--- config.mk ---
export PLATFORM = sky130hd
export DESIGN_NAME = fp_sign_pipe
export DESIGN_NICKNAME = d
export VERILOG_FILES = /design/src/rtl/fp_sign_pkg.sv /design/src/rtl/fp_sign_resolve.sv /design/src/rtl/fp_sign_pipe.sv
export SDC_FILE = /design/constraint.sdc
export NUM_CORES = 1
export LEC_CHECK = 0
export ABC_AREA = 1
export BUFFER_PORTS_ARGS = -buffer_cell sky130_fd_sc_hd__buf_2
export CORE_UTILIZATION = 45
export CTS_CLUSTER_SIZE = 12
export DETAILED_ROUTE_END_ITERATION = 10
export PLACE_DENSITY_LB_ADDON = 0.3
export SYNTH_ARGS = -nofsm -noshare
export SYNTH_HDL_FRONTEND = slang
export SYNTH_SLANG_ARGS = --single-unit
--- constraint.sdc ---
create_clock -name Clk -period 2.99 [get_ports Clk]
set_input_delay 0 -clock Clk [delete_from_list [all_inputs] [get_ports Clk]]
set_output_delay 0 -clock Clk [all_outputs]
set_load 0.01 [all_outputs]
--- src/rtl/fp_sign_pkg.sv ---
// Shared definitions for the FP sign-resolution pipeline: opcode and
// rounding-mode encodings plus the stage-1 flag payload that travels from
// the capture stage to the resolve stage.
package fp_sign_pkg;

    // Opcode and rounding-mode field widths
    localparam int OPC_W = 2;
    localparam int RND_W = 3;

    // Arithmetic opcodes
    localparam logic [OPC_W-1:0] OP_ADD = 2'b00;
    localparam logic [OPC_W-1:0] OP_SUB = 2'b01;
    localparam logic [OPC_W-1:0] OP_MUL = 2'b10;
    localparam logic [OPC_W-1:0] OP_DIV = 2'b11;

    // IEEE round toward negative infinity
    localparam logic [RND_W-1:0] RND_RDN = 3'b010;

    // Flags computed when a transaction is accepted; everything the
    // combinational resolver needs apart from the exponent difference itself.
    typedef struct packed {
        logic             add_sub;     // opcode is add or sub
        logic             sign_x;      // raw sign of X
        logic             sign_y;      // raw sign of Y (used by mul/div)
        logic             sign_y_eff;  // sign of Y after sub negation
        logic             eff_sub;     // signs differ after sub negation
        logic             d_sign;      // ExpX < ExpY
        logic             d_zero;      // ExpX == ExpY
        logic             man_gt;      // ManY > ManX
        logic             man_eq;      // ManY == ManX
        logic [RND_W-1:0] rnd;         // rounding mode captured with operands
    } s1_flags_t;

    // True for the add/sub opcodes
    function automatic logic is_add_sub(input logic [OPC_W-1:0] op);
        return (op == OP_ADD) || (op == OP_SUB);
    endfunction

endpackage

--- src/rtl/fp_sign_resolve.sv ---
// Combinational sign resolution from stage-1 flags: result sign, operand
// swap, exact-cancellation and effective-subtraction outputs.
module fp_sign_resolve
    import fp_sign_pkg::*;
(
    input  s1_flags_t flags,
    output logic      sign,
    output logic      eff_sub,
    output logic      swap,
    output logic      zero
);

    logic mag_y_gt;
    logic mag_eq;

    // Magnitude ordering from exponent difference with significand tie-break
    always_comb begin
        mag_y_gt = flags.d_sign | (flags.d_zero & flags.man_gt);
        mag_eq   = flags.d_zero & flags.man_eq;
    end

    // Result sign and datapath control per operation class
    always_comb begin
        sign    = 1'b0;
        eff_sub = 1'b0;
        swap    = 1'b0;
        zero    = 1'b0;
        if (!flags.add_sub) begin
            // mul/div: sign is just the XOR of operand signs
            sign = flags.sign_x ^ flags.sign_y;
        end else begin
            swap = mag_y_gt;
            if (!flags.eff_sub) begin
                sign = flags.sign_x;
            end else begin
                eff_sub = 1'b1;
                zero    = mag_eq;
                if (mag_eq) begin
                    // exact cancellation: +0 except when rounding toward -inf
                    sign = (flags.rnd == RND_RDN);
                end else if (mag_y_gt) begin
                    sign = flags.sign_y_eff;
                end else begin
                    sign = flags.sign_x;
                end
            end
        end
    end

endmodule

--- src/rtl/fp_sign_pipe.sv ---
// Two-stage pipelined sign resolution for add/sub/mul/div with a
// valid/ready handshake on both sides.
// Optional macro FP_SIGN_RND_MODE_EN adds the RndMode input so exact
// cancellation under round-toward-negative yields -0.
module fp_sign_pipe
    import fp_sign_pkg::*;
#(
    parameter int EXP_W = 8,
    parameter int MAN_W = 23,
    parameter int TAG_W = 4
) (
    input  logic             Clk,
    input  logic             ResetN,
    input  logic             Flush,
    input  logic             InValid,
    output logic             InReady,
    input  logic [OPC_W-1:0] OpCode,
    input  logic             SignX,
    input  logic             SignY,
    input  logic [EXP_W-1:0] ExpX,
    input  logic [EXP_W-1:0] ExpY,
    input  logic [MAN_W-1:0] ManX,
    input  logic [MAN_W-1:0] ManY,
    input  logic [TAG_W-1:0] InTag,
`ifdef FP_SIGN_RND_MODE_EN
    input  logic [RND_W-1:0] RndMode,
`endif
    output logic             OutValid,
    input  logic             OutReady,
    output logic             OutSign,
    output logic             OutEffSub,
    output logic             OutSwap,
    output logic [EXP_W-1:0] OutExpDiff,
    output logic             OutZeroRes,
    output logic [TAG_W-1:0] OutTag
);

    // Two's-complement magnitude of the low exponent-difference bits; the
    // true magnitude always fits in EXP_W bits, so the MSB is not needed.
    function automatic logic [EXP_W-1:0] exp_mag(input logic neg,
                                                 input logic [EXP_W-1:0] d);
        return neg ? (~d + 1'b1) : d;
    endfunction

    logic                    adv1;
    logic                    adv2;
    logic                    accept;
    logic                    load_p2;

    logic signed [EXP_W:0]   diff_p0;
    s1_flags_t               flags_p0;

    logic                    vld_p1;
    s1_flags_t               flags_p1;
    logic        [EXP_W-1:0] exp_diff_p1;
    logic        [TAG_W-1:0] tag_p1;

    logic                    res_sign;
    logic                    res_eff_sub;
    logic                    res_swap;
    logic                    res_zero;

    // Stage 2 advances when empty or drained; stage 1 when empty or stage 2 moves.
    // Flush blocks acceptance so nothing enters a pipeline being emptied.
    assign adv2    = ~OutValid | OutReady;
    assign adv1    = ~vld_p1 | adv2;
    assign InReady = adv1 & ~Flush;
    assign accept  = InValid & InReady;
    assign load_p2 = adv2 & vld_p1 & ~Flush;

    // ---- stage 0: operand compare and effective-operation flags ----
    always_comb begin
        diff_p0             = $signed({1'b0, ExpX}) - $signed({1'b0, ExpY});
        flags_p0            = '0;
        flags_p0.add_sub    = is_add_sub(OpCode);
        flags_p0.sign_x     = SignX;
        flags_p0.sign_y     = SignY;
        flags_p0.sign_y_eff = SignY ^ (OpCode == OP_SUB);
        flags_p0.eff_sub    = SignX ^ (SignY ^ (OpCode == OP_SUB));
        flags_p0.d_sign     = diff_p0[EXP_W];
        flags_p0.d_zero     = (diff_p0 == '0);
        flags_p0.man_gt     = (ManY > ManX);
        flags_p0.man_eq     = (ManY == ManX);
`ifdef FP_SIGN_RND_MODE_EN
        flags_p0.rnd        = RndMode;
`else
        flags_p0.rnd        = '0;
`endif
    end

    // ---- stage 1 boundary: valid tracking (control, reset) ----
    always_ff @(posedge Clk or negedge ResetN) begin
        if (!ResetN) begin
            vld_p1 <= 1'b0;
        end else if (Flush) begin
            vld_p1 <= 1'b0;
        end else if (adv1) begin
            vld_p1 <= accept;
        end
    end

    // Stage 1 payload captured only on acceptance
    always_ff @(posedge Clk) begin
        if (accept) begin
            flags_p1    <= flags_p0;
            exp_diff_p1 <= diff_p0[EXP_W-1:0];
            tag_p1      <= InTag;
        end
    end

    fp_sign_resolve u_resolve (
        .flags   (flags_p1),
        .sign    (res_sign),
        .eff_sub (res_eff_sub),
        .swap    (res_swap),
        .zero    (res_zero)
    );

    // ---- stage 2 boundary: output valid ----
    always_ff @(posedge Clk or negedge ResetN) begin
        if (!ResetN) begin
            OutValid <= 1'b0;
        end else if (Flush) begin
            OutValid <= 1'b0;
        end else if (adv2) begin
            OutValid <= vld_p1;
        end
    end

    // Output payload; held while the consumer stalls, zero out of reset
    always_ff @(posedge Clk or negedge ResetN) begin
        if (!ResetN) begin
            OutSign    <= 1'b0;
            OutEffSub  <= 1'b0;
            OutSwap    <= 1'b0;
            OutZeroRes <= 1'b0;
            OutExpDiff <= '0;
            OutTag     <= '0;
        end else if (load_p2) begin
            OutSign    <= res_sign;
            OutEffSub  <= res_eff_sub;
            OutSwap    <= res_swap;
            OutZeroRes <= res_zero;
            OutExpDiff <= exp_mag(flags_p1.d_sign, exp_diff_p1);
            OutTag     <= tag_p1;
        end
    end

endmodule

==> results of run 1 <==
-- synthesized netlist by cell type (all sizes together), types with 2 or more instances --
cell / instances
a21o: 2
a21oi: 19
buf: 3
dfrtp: 18
edfxtp: 21
ha: 32
inv: 73
nand2: 95
nand3: 20
nand4: 7
nor2: 27
o21ai: 14
or2: 3
xnor2: 2
xor2: 4
-- where the power goes --
part           total, mW  leakage [nW]  internal (mW)  switching (mW)
clock              0.378        0.0515          0.210           0.168
combinational      0.394          1.48          0.177           0.217
sequential         0.662         0.426          0.632          0.0305
-- timing repair --
item / CTS / global route
hold buffers: 10 / 0
endpoints found under the hold margin: 27 / 0
buffers inserted: 0 / 0
resized for setup: 0 / 0
-- area by class of cell --
cell class              instances  area, µm²  area share (%)
multi-input cells             229       1370            39.2
clock buffers                   8        100            2.87
repair buffers                103        568            16.3
well taps                      75       93.8            2.69
inverters                      74        278            7.96
flip-flops and latches         39       1080            31.0
-- metal layers --
metal  vias to the layer above  part of all wire (%)  global-route usage [%]
met5                         -                     0                       0
li1                       1308                     -                       -
met4                         0                  0.74                    4.82
met1                      1076                    45                    19.3
met3                         4                   5.6                    3.54
met2                        70                    49                    33.2
-- how the worst max path moves through the flow --
| stage | slack, ns | depth (start not counted) | startpoint | to |
|---|---|---|---|---|
| after floorplan | 0.98 | 7 | OutValid | exp_diff_p1[0] |
| after global placement | 1.43 | 14 | ExpX[0] | flags_p1[5] |
| after detailed placement | 1.38 | 14 | ExpX[0] | flags_p1[5] |
| after CTS | 1.38 | 7 | OutValid | OutZeroRes |
| after global routing | 1.17 | 7 | OutValid | OutZeroRes |
| final | 1.38 | 7 | OutValid | OutZeroRes |
-- sequential cells by signal (all words and copies together) (netlist names) --
register and flops:
OutTag 4, OutSwap 1, OutValid 1, OutEffSub 1, OutZeroRes 1, vld_p1 1, OutSign 1, tag_p1 4
OutExpDiff 8, flags_p1 9, exp_diff_p1 8
-- cell families after synthesis --
group | share of synthesized area [%]
adder cells (fa/ha/maj) | 15.3
AO/OA/AOI/OAI | 7.49
buffers and inverters | 10.7
flip-flops | 39.5
XOR/XNOR | 1.92
AND/OR/NAND/NOR | 25.1
-- tightest hold or removal path, cell delays in order --
cell                      delay [ns]
sky130_fd_sc_hd__buf_2          0.08
sky130_fd_sc_hd__nor2_1         0.03
sky130_fd_sc_hd__inv_1          0.07
sky130_fd_sc_hd__a21oi_1        0.07
==> results.md, run 1 <==
- The number of warnings reported in the yosys synthesis log is 0.
- The placement row count is 28.
- Counting flops with a built-in enable in the synthesized netlist gives 21.
- The final count of hold timing violations is 0.
- The die height is 80.0 µm.
- The mean post-synth cell area is 7.94 µm².
- Entering global routing, the biggest net connects 23 pins.
- The flip-flop cell with the highest count after synthesis is sky130_fd_sc_hd__edfxtp_1.
- The final hold slack is 0.00805 ns.
- During placement, the flow inserted port buffers numbering 92.
- The critical-path cell with the highest stage delay is sky130_fd_sc_hd__dfrtp_1.
- The die covers 6410 µm².
- Subtracting the final worst setup slack from the clock period gives 1.61 ns.
- The endpoint kind of the worst setup timing path is a flip-flop.
- The width of the die is 80.0 µm.
- The post-route DRC violation count is 0.
- Across the run, the number of max-cap violations was 0.
- The transition time of the tightest slew-check pin is 0.635 ns.
- The final number of max-transition violations is 0.
- After the flow finishes, the layout carries non-filler instances totaling 528.
- The signal on the critical path passes through inv_1 > nor2_1 > inv_1 > nand2_1 > inv_2 > nand3_1 > o21ai_1.
- STA classifies the critical path startpoint as a flip-flop.
- From synthesis to final layout, the design area changed by 27.4%.
- The cell depth of the worst hold path is 4.
- In the final layout, the share of cells above drive strength 1 is 27.2%.
- For this design the ratio of total power to cell area is 411 nW/µm².
- The worst max-slew margin expressed relative to the limit is 57.5%.
- The number of different library cells used by synthesis comes to 28.
- The count of mapped cells out of synthesis is 345.
- The setup-violating endpoint count in the final report is 0.
- At the end of the flow the core is filled with cells to 59.3%.
- The path with the worst hold slack has its endpoint at OutValid.
- After layout, the worst path uses 53.8% of the clock period.
- The leftover overflow at the end of global routing is 0.
- The worst reg2reg path endpoint is OutZeroRes.
- The total power consumption of the routed design is 1.43 mW.
- The wire length per cell after detailed routing is 9.76 µm.
- Dividing the detail-routed via count by the number of cells gives 4.66.
- The leakage power summed over all cells is 1.95 nW.
- Detailed routing inserted a total of 2458 vias.
- Counting both buffers and inverters, the worst setup path holds a total of 3.
- The total length of routed wires is 5150 µm.
- In the layout the commonest cells are sky130_fd_sc_hd__buf_2, sky130_fd_sc_hd__nand2_1, sky130_fd_sc_hd__inv_1.
- Sorting the synthesized cells by area gives the leading types as sky130_fd_sc_hd__edfxtp_1, sky130_fd_sc_hd__dfrtp_1, sky130_fd_sc_hd__ha_1.
- The wire-length estimate of the detail-placed layout is 4260 µm.
- The launch point of the worst reg-to-reg path is OutValid.
- IR analysis of the VDD net gives a maximum drop of 0.000344 V.
- Global routing used 17.4% of the available tracks.
- The flow ran to the end, and the final reports show no timing, DRC or antenna violations.
- The initial antenna violation count is 0.
- Counting the fill cells in the layout gives 541.
- The reg-to-reg setup timing slack is 1.38 ns.
- The library cell used most frequently in the layout, excluding fill and tap cells, is sky130_fd_sc_hd__buf_2.
- Buffers inserted during clock tree synthesis total 5.
- The cell sitting at the root of the clock tree is a sky130_fd_sc_hd__clkbuf_8.
- STA puts the critical path data required time at 3.20 ns.
- The number of synthesized register bits is 39.
- The H-tree generated during clock tree synthesis spans 2 levels.
- The clock insertion delay at the later pin of the skew report is 0.28 ns.
- The share of flip-flops with an asynchronous set or reset after synthesis is 46.2%.
- The placed standard-cell area is 3290 µm².
- The wire length of the first global-routing pass is 8970 µm.
- The worst clock skew is 0.00239 ns.
- The buffer levels on the longest clock path is 2.
- The top achievable clock speed is 0.622 GHz.
- The first routing iteration left 67 violations.
- The detail route stage leaves a number of antenna-violating nets equal to 0.
- By startpoint and endpoint, the worst setup path is classified as flip-flop to flip-flop.
- The share of synthesized area in the top cell type comes to 23.0%.
- Counting every net in the synthesized netlist gives 453.
- The depth of the worst register-to-register path is 7.
- The arrival time at the worst endpoint is 1.82 ns.
- The setup slack at placement is 1.38 ns.
- The clock net in this run drives a total of 39 sinks.
- Routability-driven placement finished with a final weighted congestion of 0.796.
- The clock tree from TritonCTS is built.
- The most numerous cell on the critical path is sky130_fd_sc_hd__inv_1.
- Summing every instance area after synthesis gives 2740 µm².
- The effective utilization at floorplan is 46.6%.
- The net count of the finished layout is 560.
- The boundary pin count is 93.
- Broken down by cell family, the worst path's largest delay share belongs to simple AND/OR/NAND/NOR gates.
- The biggest cell delay along the critical path is 0.38 ns.
- The maximum fanout along the worst path is 22.
- The largest total area in the synthesized netlist belongs to sky130_fd_sc_hd__edfxtp_1.
- The core footprint is 5890 µm².
- The finished cells cover 3490 µm².
- Setup repair after global routing left no endpoint under its margin.
- After clock tree synthesis, the clock-pin slew on the worst setup and hold paths is 0.07 ns.
- Once routing completed, OpenROAD measured the worst setup slack at 1.38 ns.
- The length of the first detailed-routing pass in iterations is 6.
- The via count of the first global-routing pass is 2310.
- The type of the worst min-delay path is input port to flip-flop.
- The worst hold path startpoint is OutReady.
- Sequential elements use 39.5% of the synthesized area.
- The post-placement cell count is 510.
- After routing, the total negative slack on setup checks comes to 0 ns.
- The number of inserted diodes is 0.
Power figures use the tool's default switching activity.
==> run 2: changes to the inputs <==
Clock period 2.99 ns to 1.49 ns, I/O delays scaled along.
==> run 2 against run 1 <==
The run now ends with DRC left. Largest cell class unchanged. Count of clock-buffer cells in the layout shrank 3. Critical path depth is 1 higher. Clock skew rose by 0.0026 ns. First-iteration DRC count down 18%. Worst hold slack improved by 0.028 ns. Via count fell by 1.4%. Largest power group unchanged. Worst setup slack got worse by 1.2 ns. Global-route usage shrank 0.59 points. Core utilization rose by 0.40 points.
==> results.md, run 2 (same netlist as run 1, synthesis figures left out) <==
- Result of the run: finished, violations left (was complete, no violations).
- The checks that failed: DRC.
- The endpoint required time on the critical path was 1.48 ns (was 3.20 ns).
- The placement row count came to 28 (unchanged).
- The wire length per cell after detailed routing is 9.50 µm (was 9.76 µm).
- The effective utilization at floorplan is 46.6% (unchanged).
- The most numerous cell on the critical path is sky130_fd_sc_hd__inv_1 (unchanged).
- The core footprint is 5890 µm² (unchanged).
- The final critical delay including setup and external delays was 1.32 ns (was 1.61 ns).
- The area overhead of the layout relative to synthesis is 28.2% (was 27.4%).
- The number of buffers inserted by port buffering came to 92 (unchanged).
- The reported max-cap violation count is 0 (unchanged).
- The register ranked first by flip-flop count is flags_p1 (unchanged).
- Setup repair after global routing missed its margin: false (unchanged).
- The leftover overflow at the end of global routing is 0 (unchanged).
- The clock tree from TritonCTS was built (unchanged).
- The final count of hold timing violations came to 0 (unchanged).
- The number of inserted diodes was 0 (unchanged).
- The sum of net half-perimeters after detailed placement was 4160 µm (was 4260 µm).
- The number of nets at the end of the flow is 563 (was 560).
- The CTS H-tree depth is 2 (unchanged).
- The relative contribution of sequential cells to total power came to 47.5% (was 46.2%).
- The routed via count divided by cell count came to 4.56 (was 4.66).
- The maximum fanout along the worst path is 21 (was 22).
- The number of fillers in the final layout came to 530 (was 541).
- The part of the power in the clock network is 23.6% (was 26.4%).
- The final clock period utilization by the worst path was 88.4% (was 53.8%).
- The number of buffers added to fix hold violations after cts is 10 (unchanged).
- The type of the worst min-delay path is input port to flip-flop (unchanged).
- The setup-violating endpoint count in the final report is 0 (unchanged).
- The clock-pin slew of the registers on the worst-case setup and hold paths was 0.07 ns (about the same).
- The fraction of final layout cells sized beyond drive strength 1 came to 27.9% (was 27.2%).
- The leakage power summed over all cells is 1.97 nW (was 1.95 nW).
- The worst max-slew margin expressed relative to the limit was 74.4% (was 57.5%).
- The internal power of the cells is 1.96 mW (was 1.02 mW).
- The final number of max-transition violations is 0 (unchanged).
- The clock insertion delay at the later pin of the skew report was 0.28 ns (about the same).
- The maximum number of pins on one net before global-route repair is 22 (was 23).
- The area of the die is 6410 µm² (unchanged).
- The total power consumption of the routed design is 2.78 mW (was 1.43 mW).
- The type of origin of the critical path is a flip-flop (unchanged).
- The number of clock buffers inserted by TritonCTS was 5 (unchanged).
- The initial antenna violation count is 0 (unchanged).
- The final setup TNS is 0 ns (unchanged).
- The first-iteration detailed-routing DRC count was 55 (was 67).
- The number of flip-flops under the largest register name is 9 (unchanged).
- The routability-driven placement congestion ratio came to 0.790 (was 0.796).
- Biggest regs: flags_p1: 9 flops, OutExpDiff: 8 flops, exp_diff_p1: 8 flops (unchanged).
- The worst clock skew is 0.00498 ns (was 0.00239 ns).
- The logic gate share of total power is 28.9% (was 27.4%).
- The number of sinks driven by the clock tree is 39 (unchanged).
- The post-route DRC violation count is 1 (was 0).
- The switching share of total power came to 29.7% (was 28.9%).
- The die height came to 80.0 µm (unchanged).
- The number of gates resized after CTS came to 0 (unchanged).
- The wire length of the first global-routing pass is 8490 µm (was 8970 µm).
- The buffer levels on the longest clock path came to 2 (unchanged).
- The via count of the first global-routing pass came to 2117 (was 2310).
- The transition time of the tightest slew-check pin is 0.384 ns (was 0.635 ns).
- Worst path cell trace: inv_1 > nor2_1 > inv_1 > nor2_1 > inv_1 > nand2_1 > nor2_4 > buf_12 (was inv_1 > nor2_1 > inv_1 > nand2_1 > inv_2 > nand3_1 > o21ai_1).
- The most frequent standard cell in the layout excluding fill and tap cells is sky130_fd_sc_hd__buf_2 (unchanged).
- The width of the die is 80.0 µm (unchanged).
- The worst-case vdd ir drop is 0.000549 V (was 0.000344 V).
- The arrival time at the worst endpoint is 1.31 ns (was 1.82 ns).
- The areal power density over the cells is 793 nW/µm² (was 411 nW/µm²).
- Most frequent cells in the layout: sky130_fd_sc_hd__buf_2, sky130_fd_sc_hd__nand2_1, sky130_fd_sc_hd__inv_1 (unchanged).
- The net switching power figure is 0.828 mW (was 0.415 mW).
- The biggest cell delay along the critical path is 0.37 ns (was 0.38 ns).
- The final core area utilization is 59.7% (was 59.3%).
- The boundary pin count is 93 (unchanged).
- The endpoint kind of the worst setup timing path is a flip-flop (unchanged).
- The via count is 2423 (was 2458).
- The top achievable clock speed is 0.760 GHz (was 0.622 GHz).
- The total length of routed wires was 5050 µm (was 5150 µm).
- The remaining antenna violation count after routing is 0 (unchanged).
- The kind of critical path was flip-flop to flip-flop (unchanged).
- The root cell of the clock tree is sky130_fd_sc_hd__clkbuf_8 (unchanged).
- The length of the first detailed-routing pass in iterations is 7 (was 6).
- The buffers inserted during post-CTS setup optimization came to 0 (unchanged).
- The critical-path cell with the highest stage delay is sky130_fd_sc_hd__dfrtp_1 (unchanged).
- The global router's overall resource usage is 16.8% (was 17.4%).
## run 2: changes by cell type in the layout (fill, tap and decap cells not counted), sizes merged
cell	change
clkbuf	-3
buf	+3
clkinv	+3
## run 2: worst paths after layout
| kind | from | depth (start not counted) | to | slack [ns] |
|---|---|---|---|---|
| hold reg to reg | tag_p1[0] | 2 | OutTag[0] | 0.46 |
| setup reg to reg | OutValid | 8 | exp_diff_p1[0] | 0.17 |
| hold / removal | InValid | 3 | vld_p1 | 0.04 |
| max in group asynchronous | ResetN | 2 | OutZeroRes | 1.05 |
| min in group asynchronous | ResetN | 2 | OutExpDiff[6] | 0.17 |
| setup / recovery | OutValid | 8 | exp_diff_p1[0] | 0.17 |
## run 2: per-layer routing
layer  vias up  track usage, %  wire [µm]
met5         -               0          0
met2        65            30.3       2440
met1      1037            19.2       2230
li1       1311               -          -
met4         0            6.79        122
met3        10            3.43        261
## run 2: critical path, delay by kind of cell (launching register included)
kind                   cells  cell delay [ns]
buffers and inverters      4             0.35
AND/OR/NAND/NOR            4             0.28
flip-flops                 1             0.37
## run 2: cell type report
class	instances	area, µm²	share of cell area (%)
multi-input cells	229	1370	39.1
flip-flops and latches	39	1080	30.8
repair buffers	106	603	17.2
inverters	74	278	7.91
clock buffers	5	68.8	1.96
clock inverters	3	15.0	0.427
well taps	75	93.8	2.67
## run 2: metrics by stage
stage | cells | setup WS (ns) | instance area [µm²] | hold WS [ns]
after floorplan | 345 | 0.0407 | 2750 | -0.296
after global placement | 513 | -0.0658 | 3330 | -0.0518
after detailed placement | 513 | -0.111 | 3330 | -0.0573
after CTS | 531 | 0.167 | 3510 | 0.0288
after global routing | 531 | 0.0501 | 3510 | 0.0462
final | 531 | 0.174 | 3510 | 0.0364
## run 2: power groups by stage
stage / clock network (mW) / registers, mW / logic (mW)
after floorplan: 0 / 1.38 / 0.455
after global placement: 0 / 1.34 / 0.772
after detailed placement: 0 / 1.35 / 0.793
after CTS: 0.682 / 1.32 / 0.818
after global routing: 0.721 / 1.34 / 0.928
final: 0.656 / 1.32 / 0.805
